==> src/rtl/key_handle_multi.sv <==
// rtl/key_handle_multi.sv - multi-channel key synchroniser, debouncer and edge/auto-repeat pulse generator
// Optional auto-repeat on held keys: define KEY_REPEAT_EN.
module key_handle_multi #(
  parameter int KEY_NUM   = 4,
  parameter int DEB_CNT   = 3,
  parameter int EDGE_MODE = 0,
  parameter int REP_DLY   = 125,
  parameter int REP_PER   = 25
) (
  input  logic               clk,
  input  logic               rst_sync,
  input  logic               tick,
  input  logic [KEY_NUM-1:0] key,
  output logic [KEY_NUM-1:0] key_pulse,
  output logic [KEY_NUM-1:0] key_state,
  output logic [KEY_NUM-1:0] key_rep
);

  localparam int MAX_A = (DEB_CNT > REP_DLY) ? DEB_CNT : REP_DLY;
  localparam int MAX_C = (MAX_A > REP_PER) ? MAX_A : REP_PER;
  localparam int CNT_W = $clog2(MAX_C + 1);
  localparam logic [CNT_W-1:0] DEB_C = CNT_W'(DEB_CNT);

  typedef enum logic [1:0] {RELEASED, PRESS_DEB, PRESSED, REL_DEB} state_t;

  logic [KEY_NUM-1:0] sync1, sync2;

  always_ff @(posedge clk) begin
    if (rst_sync) begin
      sync1 <= '1;
      sync2 <= '1;
    end else begin
      sync1 <= key;
      sync2 <= sync1;
    end
  end

  for (genvar i = 0; i < KEY_NUM; i++) begin : g_ch
    state_t           state, state_nx;
    logic [CNT_W-1:0] cnt, cnt_nx, cnt_inc;
    logic             s, enter_press, enter_release, pulse_q, level_q;

    assign s       = sync2[i];
    assign cnt_inc = cnt + 1'b1;

    always_comb begin
      state_nx = state;
      cnt_nx   = cnt;
      if (tick) begin
        case (state)
          RELEASED: if (!s) begin
            state_nx = (DEB_CNT == 1) ? PRESSED : PRESS_DEB;
            cnt_nx   = (DEB_CNT == 1) ? '0 : CNT_W'(1);
          end
          PRESS_DEB: begin
            if (s) begin
              state_nx = RELEASED;
              cnt_nx   = '0;
            end else if (cnt_inc == DEB_C) begin
              state_nx = PRESSED;
              cnt_nx   = '0;
            end else begin
              cnt_nx = cnt_inc;
            end
          end
          PRESSED: if (s) begin
            state_nx = (DEB_CNT == 1) ? RELEASED : REL_DEB;
            cnt_nx   = (DEB_CNT == 1) ? '0 : CNT_W'(1);
          end
          REL_DEB: begin
            if (!s) begin
              state_nx = PRESSED;
              cnt_nx   = '0;
            end else if (cnt_inc == DEB_C) begin
              state_nx = RELEASED;
              cnt_nx   = '0;
            end else begin
              cnt_nx = cnt_inc;
            end
          end
          default: begin
            state_nx = RELEASED;
            cnt_nx   = '0;
          end
        endcase
      end
    end

    // A bounce back from REL_DEB to PRESSED is not a new press.
    assign enter_press   = (state == RELEASED || state == PRESS_DEB) && state_nx == PRESSED;
    assign enter_release = (state == PRESSED || state == REL_DEB) && state_nx == RELEASED;

    always_ff @(posedge clk) begin
      if (rst_sync) begin
        state   <= RELEASED;
        cnt     <= '0;
        pulse_q <= 1'b0;
        level_q <= 1'b0;
      end else begin
        state   <= state_nx;
        cnt     <= cnt_nx;
        pulse_q <= (EDGE_MODE != 0) ? enter_press : enter_release;
        level_q <= (state_nx == PRESSED || state_nx == REL_DEB);
      end
    end

    assign key_pulse[i] = pulse_q;
    assign key_state[i] = level_q;

`ifdef KEY_REPEAT_EN
    logic [CNT_W-1:0] rcnt, rcnt_inc, rlim;
    logic             rep_on, rep_q;

    assign rcnt_inc = rcnt + 1'b1;
    assign rlim     = rep_on ? CNT_W'(REP_PER) : CNT_W'(REP_DLY);

    // Only ticks that keep the key in PRESSED count; REL_DEB holds the count.
    always_ff @(posedge clk) begin
      if (rst_sync) begin
        rcnt   <= '0;
        rep_on <= 1'b0;
        rep_q  <= 1'b0;
      end else begin
        rep_q <= 1'b0;
        if (enter_press || state_nx == RELEASED) begin
          rcnt   <= '0;
          rep_on <= 1'b0;
        end else if (tick && state == PRESSED && state_nx == PRESSED) begin
          if (rcnt_inc == rlim) begin
            rcnt   <= '0;
            rep_on <= 1'b1;
            rep_q  <= 1'b1;
          end else begin
            rcnt <= rcnt_inc;
          end
        end
      end
    end

    assign key_rep[i] = rep_q;
`else
    assign key_rep[i] = 1'b0;
`endif
  end

endmodule

==> config.mk <==
export PLATFORM = sky130hd
export DESIGN_NAME = key_handle_multi
export DESIGN_NICKNAME = d
export VERILOG_FILES = /design/src/rtl/key_handle_multi.sv
export SDC_FILE = /design/constraint.sdc
export NUM_CORES = 1
export LEC_CHECK = 0
export ABC_AREA = 1
export BUFFER_PORTS_ARGS = -buffer_cell sky130_fd_sc_hd__clkbuf_2
export CAP_MARGIN = 20
export CORE_MARGIN = 2
export CORE_UTILIZATION = 35
export CTS_CLUSTER_SIZE = 12
export DETAILED_ROUTE_END_ITERATION = 7
export PLACE_DENSITY = 0.5
export SYNTH_ARGS = -nofsm -noshare
export SYNTH_HDL_FRONTEND = slang
export SYNTH_SLANG_ARGS = --single-unit
==> constraint.sdc <==
create_clock -name clk -period 3.15 [get_ports clk]
set_clock_uncertainty 0.2 [all_clocks]
set_input_delay 0.7875 -clock clk [delete_from_list [all_inputs] [get_ports clk]]
set_output_delay 0.7875 -clock clk [all_outputs]
set_load 0.02 [all_outputs]
# After elaboration in Yosys (flattened, before gate mapping)

Index checks and enable logic that the tools add are counted.

Register bits after elaboration: 52
Input bits: 7

Eq/ne operators: 32
Multiplexer cells: 56
Add/sub/neg operators: 4
Reductions and logical operators: 24

Operators with widths:

| cell                  | number |
|---|---|
| $mux W7               | 20 |
| $pmux W7 S4           | 4 |
| $mux W2               | 28 |
| $eq A2 B2 Y1 const B  | 16 |
| $pmux W2 S4           | 4 |
| $add A7 B1 Y7 const B | 4 |
| $eq A7 B2 Y1 const B  | 4 |
| $logic_not A2 Y1      | 8 |
| $ne A2 B2 Y1 const B  | 8 |
| $reduce_and A3 Y1     | 4 |
| $eq A2 B1 Y1 const B  | 4 |
| $logic_or A1 B1 Y1    | 8 |
| $logic_and A1 B1 Y1   | 4 |

# Logic depth before layout (Yosys ltp)

Depth in word-level cells: 8
Mapped depth: 13

# Least setup slack after synthesis

No wires, ideal clock.

Path kind: input to register
Start point: in tick
End point: reg g_ch[0].cnt[0]
Setup slack: 1,414 ps
Cell stages on the path: 5
Arrival time: 1,465 ps
Path through: inv_1 nor2_1 nor2_1 nand2_1 a21oi_1

Cells in the longest elaborated chain, start to end: 1

Ends and longest elaborated chain:

| what                        | RTL line | text |
|---|---|---|
| start, declared             | 12       | `input logic tick,` |
| $reduce_and A3 Y1 (no line) | --       |  |
| end signal, assigned        | 101      | `cnt <= cnt_nx;` |
| end, declared               | 40       | `logic [CNT_W-1:0] cnt, cnt_nx, cnt_inc;` |

Every way passes these cells.
A chain may end at the register's enable or synchronous reset.

# Worst setup path in the final report

Start point: reg g_ch[1].cnt[0]
End point: reg g_ch[1].level_q

Cells in the longest elaborated chain, start to end: 8

Ends and longest elaborated chain:

| what                       | RTL line | text |
|---|---|---|
| start, declared            | 40       |  |
| start signal, assigned     | 101      |  |
| $add A7 B1 Y7 (*)          | 44       | `assign cnt_inc = cnt + 1'b1;` |
| $eq A7 B2 Y1 (*)           | 59, 74   |  |
| $mux W2 (on tied branches) | 74, 59   |  |
| $mux W2 (on tied branches) | 71, 56   |  |
| $pmux W2 S4 (*)            | 50       | `case (state)` |
| $mux W2 (*)                | 49       | `if (tick) begin` |
| $eq A2 B2 Y1               | 103      | `level_q <= (state_nx == PRESSED \|\| state_nx == REL_DEB);` |
| $logic_or A1 B1 Y1 (*)     | 103      |  |
| end signal, assigned       | 103      |  |
| end, declared              | 41       | `logic s, enter_press, enter_release, pulse_q, level_q;` |

Mark *: on every way between the ends. The rest lies on a longest branch, timed or not.

==> load_flow_metrics.sql <==
INSERT INTO impl_metrics (metric_group, metric, value, unit) VALUES
('status', 'status', 'finished clean', ''),
('logic_synthesis', 'ys_async_sr_fraction', '0', ''),
('hold_path', 'hold-path-cell-count', '1', ''),
('run', 'cap_violations', '0', ''),
('timing', 'unrepaired_setup_endpoints_after_global_routing', 'false', ''),
('die', 'ioPinCount', '19', ''),
('logic_synthesis', 'synth-seq-cells', '52', ''),
('layout', 'multi_input_comb_area', '1419', 'µm²'),
('global_routing', 'global_route_wire_length_before_repair', '9.563', 'mm'),
('global_routing', 'grt_overflow', '0', ''),
('clocking', 'cts_resized', '0', ''),
('timing', 'maxClockFrequency', '516.1', 'MHz'),
('placed_design', 'place_inst', '497', ''),
('layout', 'num_antenna_cells', '0', ''),
('layout', 'layout-drive-gt1-share', '0.1464', ''),
('setup_path', 'reg2reg_start', 'g_ch[1].cnt[0]$_SDFFE_PP0P_', ''),
('layout', 'layout.nets', '417', ''),
('layout', 'layout.filler_cells', '823', ''),
('layout', 'syn2layout_area_growth', '7.084', '%'),
('placed_design', 'place.port_buffers', '14', ''),
('global_routing', 'antenna_found_initial', '0', ''),
('setup_path', 'cp.required', '3.15', 'ns'),
('hold_path', 'holdCritStartpoint', 'sync1[3]$_SDFF_PP1_', ''),
('die', 'initial_utilization', '0.3580', ''),
('die', 'die-height', '92.44', 'µm'),
('setup_path', 'timing.critical_path.slowest_stage_cell', 'sky130_fd_sc_hd__dfxtp_1', ''),
('clocking', 'clock_tree_from_tritoncts', 'done', ''),
('setup_path', 'end_kind', 'register', ''),
('clocking', 'cts_root_buffer', 'sky130_fd_sc_hd__clkbuf_8', ''),
('global_routing', 'grt_pass1_vias', '2137', ''),
('logic_synthesis', 'synth-seq-area-share', '0.3803', ''),
('layout', 'regArea', '1041', 'µm²'),
('pwr', 'power_density', '376.1', 'nW/µm²'),
('setup_path', 'path_cells', 'ha_1 > nand2_2 > inv_2 > o21ai_1 > inv_1 > nand3_1 > nor2_4 > nand2_1 > nand2_1 > nand2_2 > nor2_1', ''),
('setup_path', 'cp_max_fo', '6', ''),
('detailed_routing', 'route.detailed.drc', '0', ''),
('setup_path', 'path_delay_family', 'simple AND/OR/NAND/NOR gates', ''),
('logic_synthesis', 'post_synth_instance_area', '2738', 'µm²'),
('die', 'fp.dieArea', '8545', 'µm²'),
('clocking', 'cts_htree_levels', '2', ''),
('timing', 'final-setup-viol-count', '0', ''),
('die', 'die_w', '92.44', 'µm'),
('timing', 'timing_max_transition_violations_final', '0', ''),
('timing', 'final_hold_viol_count', '0', ''),
('detailed_routing', 'avgViaCountPerCell', '4.533', ''),
('clocking', 'clock-sinks', '52', ''),
('pwr', 'power_leakage', '0.001197', 'µW'),
('setup_path', 'critical-path-max-stage-delay', '0.45', 'ns'),
('timing', 'worst_relative_slew_slack', '0.4067', ''),
('clocking', 'clock_latency', '0.30', 'ns'),
('clocking', 'cts-buffers-inserted', '5', ''),
('detailed_routing', 'detail_route.wl_per_cell', '10.36', 'µm'),
('logic_synthesis', 'syn_avg_cell_area', '6.931', 'µm²'),
('setup_path', 'timing.critical_path.buf_inv', '2', ''),
('clocking', 'clk_pin_slew', '0.09', 'ns'),
('global_routing', 'largest_net_degree_at_the_start_of_global_routing', '46', ''),
('layout', 'post_layout_nonfiller_instances', '505', ''),
('logic_synthesis', 'number_of_enable_type_register_cells_in_the_synthesized_netlist', '0', ''),
('logic_synthesis', 'synth.distinct_cells', '27', ''),
('timing', 'finalWorstPathRequiredPeriod', '1.938', 'ns'),
('timing', 'final_min_period_over_clock_period', '0.6151', ''),
('detailed_routing', 'drt_pre_antenna_iters', '4', ''),
('logic_synthesis', 'postSynthCellCount', '395', ''),
('setup_path', 'reg2reg_setup_slack', '1.21', 'ns'),
('setup_path', 'worstSetupStartpointType', 'register', ''),
('setup_path', 'ff2ff_path_depth', '11', ''),
('global_routing', 'global_route.usage.total', '0.1347', ''),
('clocking', 'cts_hold_buffers', '0', ''),
('timing', 'worst-slew-pin-transition', '0.8900', 'ns'),
('hold_path', 'hold_class', 'register to register', ''),
('detailed_routing', 'vias', '2289', '');
-- kinds of logic after synthesis --
group | after synthesis | synth area share
compound gates | 55 | 0.1065
xor+xnor | 8 | 0.02834
fa+ha+maj | 8 | 0.03656
buf+inv | 65 | 0.1056
flops | 52 | 0.3803
other cells | 1 | 0.001370
simple gates | 206 | 0.3414
-- routing by layer --
layer,wire length [µm],share of wire,GRT usage,up-vias
met3,123,0.024,0.02604,10
li1,-,-,-,1241
met2,2272,0.43,0.2111,23
met1,2712,0.52,0.1814,1015
met4,125,0.024,0.05597,0
met5,0,0,0,-
-- synth_stat cells (2+ instances only) --
library cell                 n  area (µm²)
sky130_fd_sc_hd__nand2_2    10       62.56
sky130_fd_sc_hd__nand2_1   113       424.2
sky130_fd_sc_hd__inv_1      45       168.9
sky130_fd_sc_hd__buf_4      12       90.09
sky130_fd_sc_hd__nor2_2      6       37.54
sky130_fd_sc_hd__nand3_2     5       50.05
sky130_fd_sc_hd__or2_2       8       50.05
sky130_fd_sc_hd__dfxtp_1    52        1041
sky130_fd_sc_hd__nor3_1      4       20.02
sky130_fd_sc_hd__o21ai_1     6       30.03
sky130_fd_sc_hd__nand4_1     7       43.79
sky130_fd_sc_hd__inv_2       2       7.510
sky130_fd_sc_hd__nor2_4      3       33.78
sky130_fd_sc_hd__xnor2_1     6       52.55
sky130_fd_sc_hd__o21ai_0    12       60.06
sky130_fd_sc_hd__clkbuf_1    6       22.52
sky130_fd_sc_hd__o21ai_2     2       17.52
sky130_fd_sc_hd__nand3_1    17       85.08
sky130_fd_sc_hd__nor2_1     32       120.1
sky130_fd_sc_hd__ha_1        8       100.1
sky130_fd_sc_hd__a21oi_1    33       165.2
-- layout by cell type (no fill, tap or decap), drive strengths merged, types with 6 or more instances in the layout --
cell	count
xnor2	6
o21ai	20
or2	8
nand4	7
dfxtp	52
clkbuf	22
ha	8
a21oi	33
nand3	22
nand2	123
inv	47
nor2	41
-- layout make-up --
class | instances | share of cell area
clock buffers | 8 | 0.03073
inverters | 47 | 0.06018
multi-input cells | 281 | 0.4840
flip-flops and latches | 52 | 0.3551
well taps | 102 | 0.04353
repair buffers | 15 | 0.02646
-- power by group --
group | internal, µW | leakage [µW] | switching (µW) | total (µW)
registers | 665 | 0.000421 | 7.26 | 672
logic | 13.9 | 0.000731 | 32.0 | 45.9
clock network | 180 | 0.0000455 | 205 | 384
-- how the worst max path moves through the flow --
stage	startpoint	to	slack, ns	cells after the start
2_1_floorplan	tick	g_ch[0].cnt[0]$_SDFFE_PP0P_	1.41	5
3_3_place_gp	rst_sync	g_ch[2].pulse_q$_SDFF_PP0_	0.97	4
3_5_place_dp	tick	g_ch[3].cnt[1]$_SDFFE_PP0P_	0.96	6
4_1_cts	g_ch[1].cnt[0]$_SDFFE_PP0P_	g_ch[1].level_q$_SDFF_PP0_	1.20	11
5_1_grt	g_ch[2].cnt[0]$_SDFFE_PP0P_	g_ch[2].level_q$_SDFF_PP0_	0.91	12
6_report	g_ch[1].cnt[0]$_SDFFE_PP0P_	g_ch[1].level_q$_SDFF_PP0_	1.21	11
-- through the flow --
stage / instance area (µm²) / hold WS, ns / util / worst slack (ns)
floorplan: 2749 / 0.1895 / - / 1.414
global placement: 2841 / 0.1910 / 0.3716 / 0.9728
detailed placement: 2841 / 0.1932 / 0.3716 / 0.9590
CTS: 2932 / 0.2148 / 0.3833 / 1.202
global route: 2932 / 0.2348 / 0.3833 / 0.9108
finish: 2932 / 0.2131 / 0.3833 / 1.212
-- flip-flops by register name, indices dropped and copies added, names as in the netlist --
name / cells
g_ch.pulse_q: 4
g_ch.cnt: 28
sync1: 4
sync2: 4
g_ch.state: 8
g_ch.level_q: 4
(Power assumes the default switching activity.)
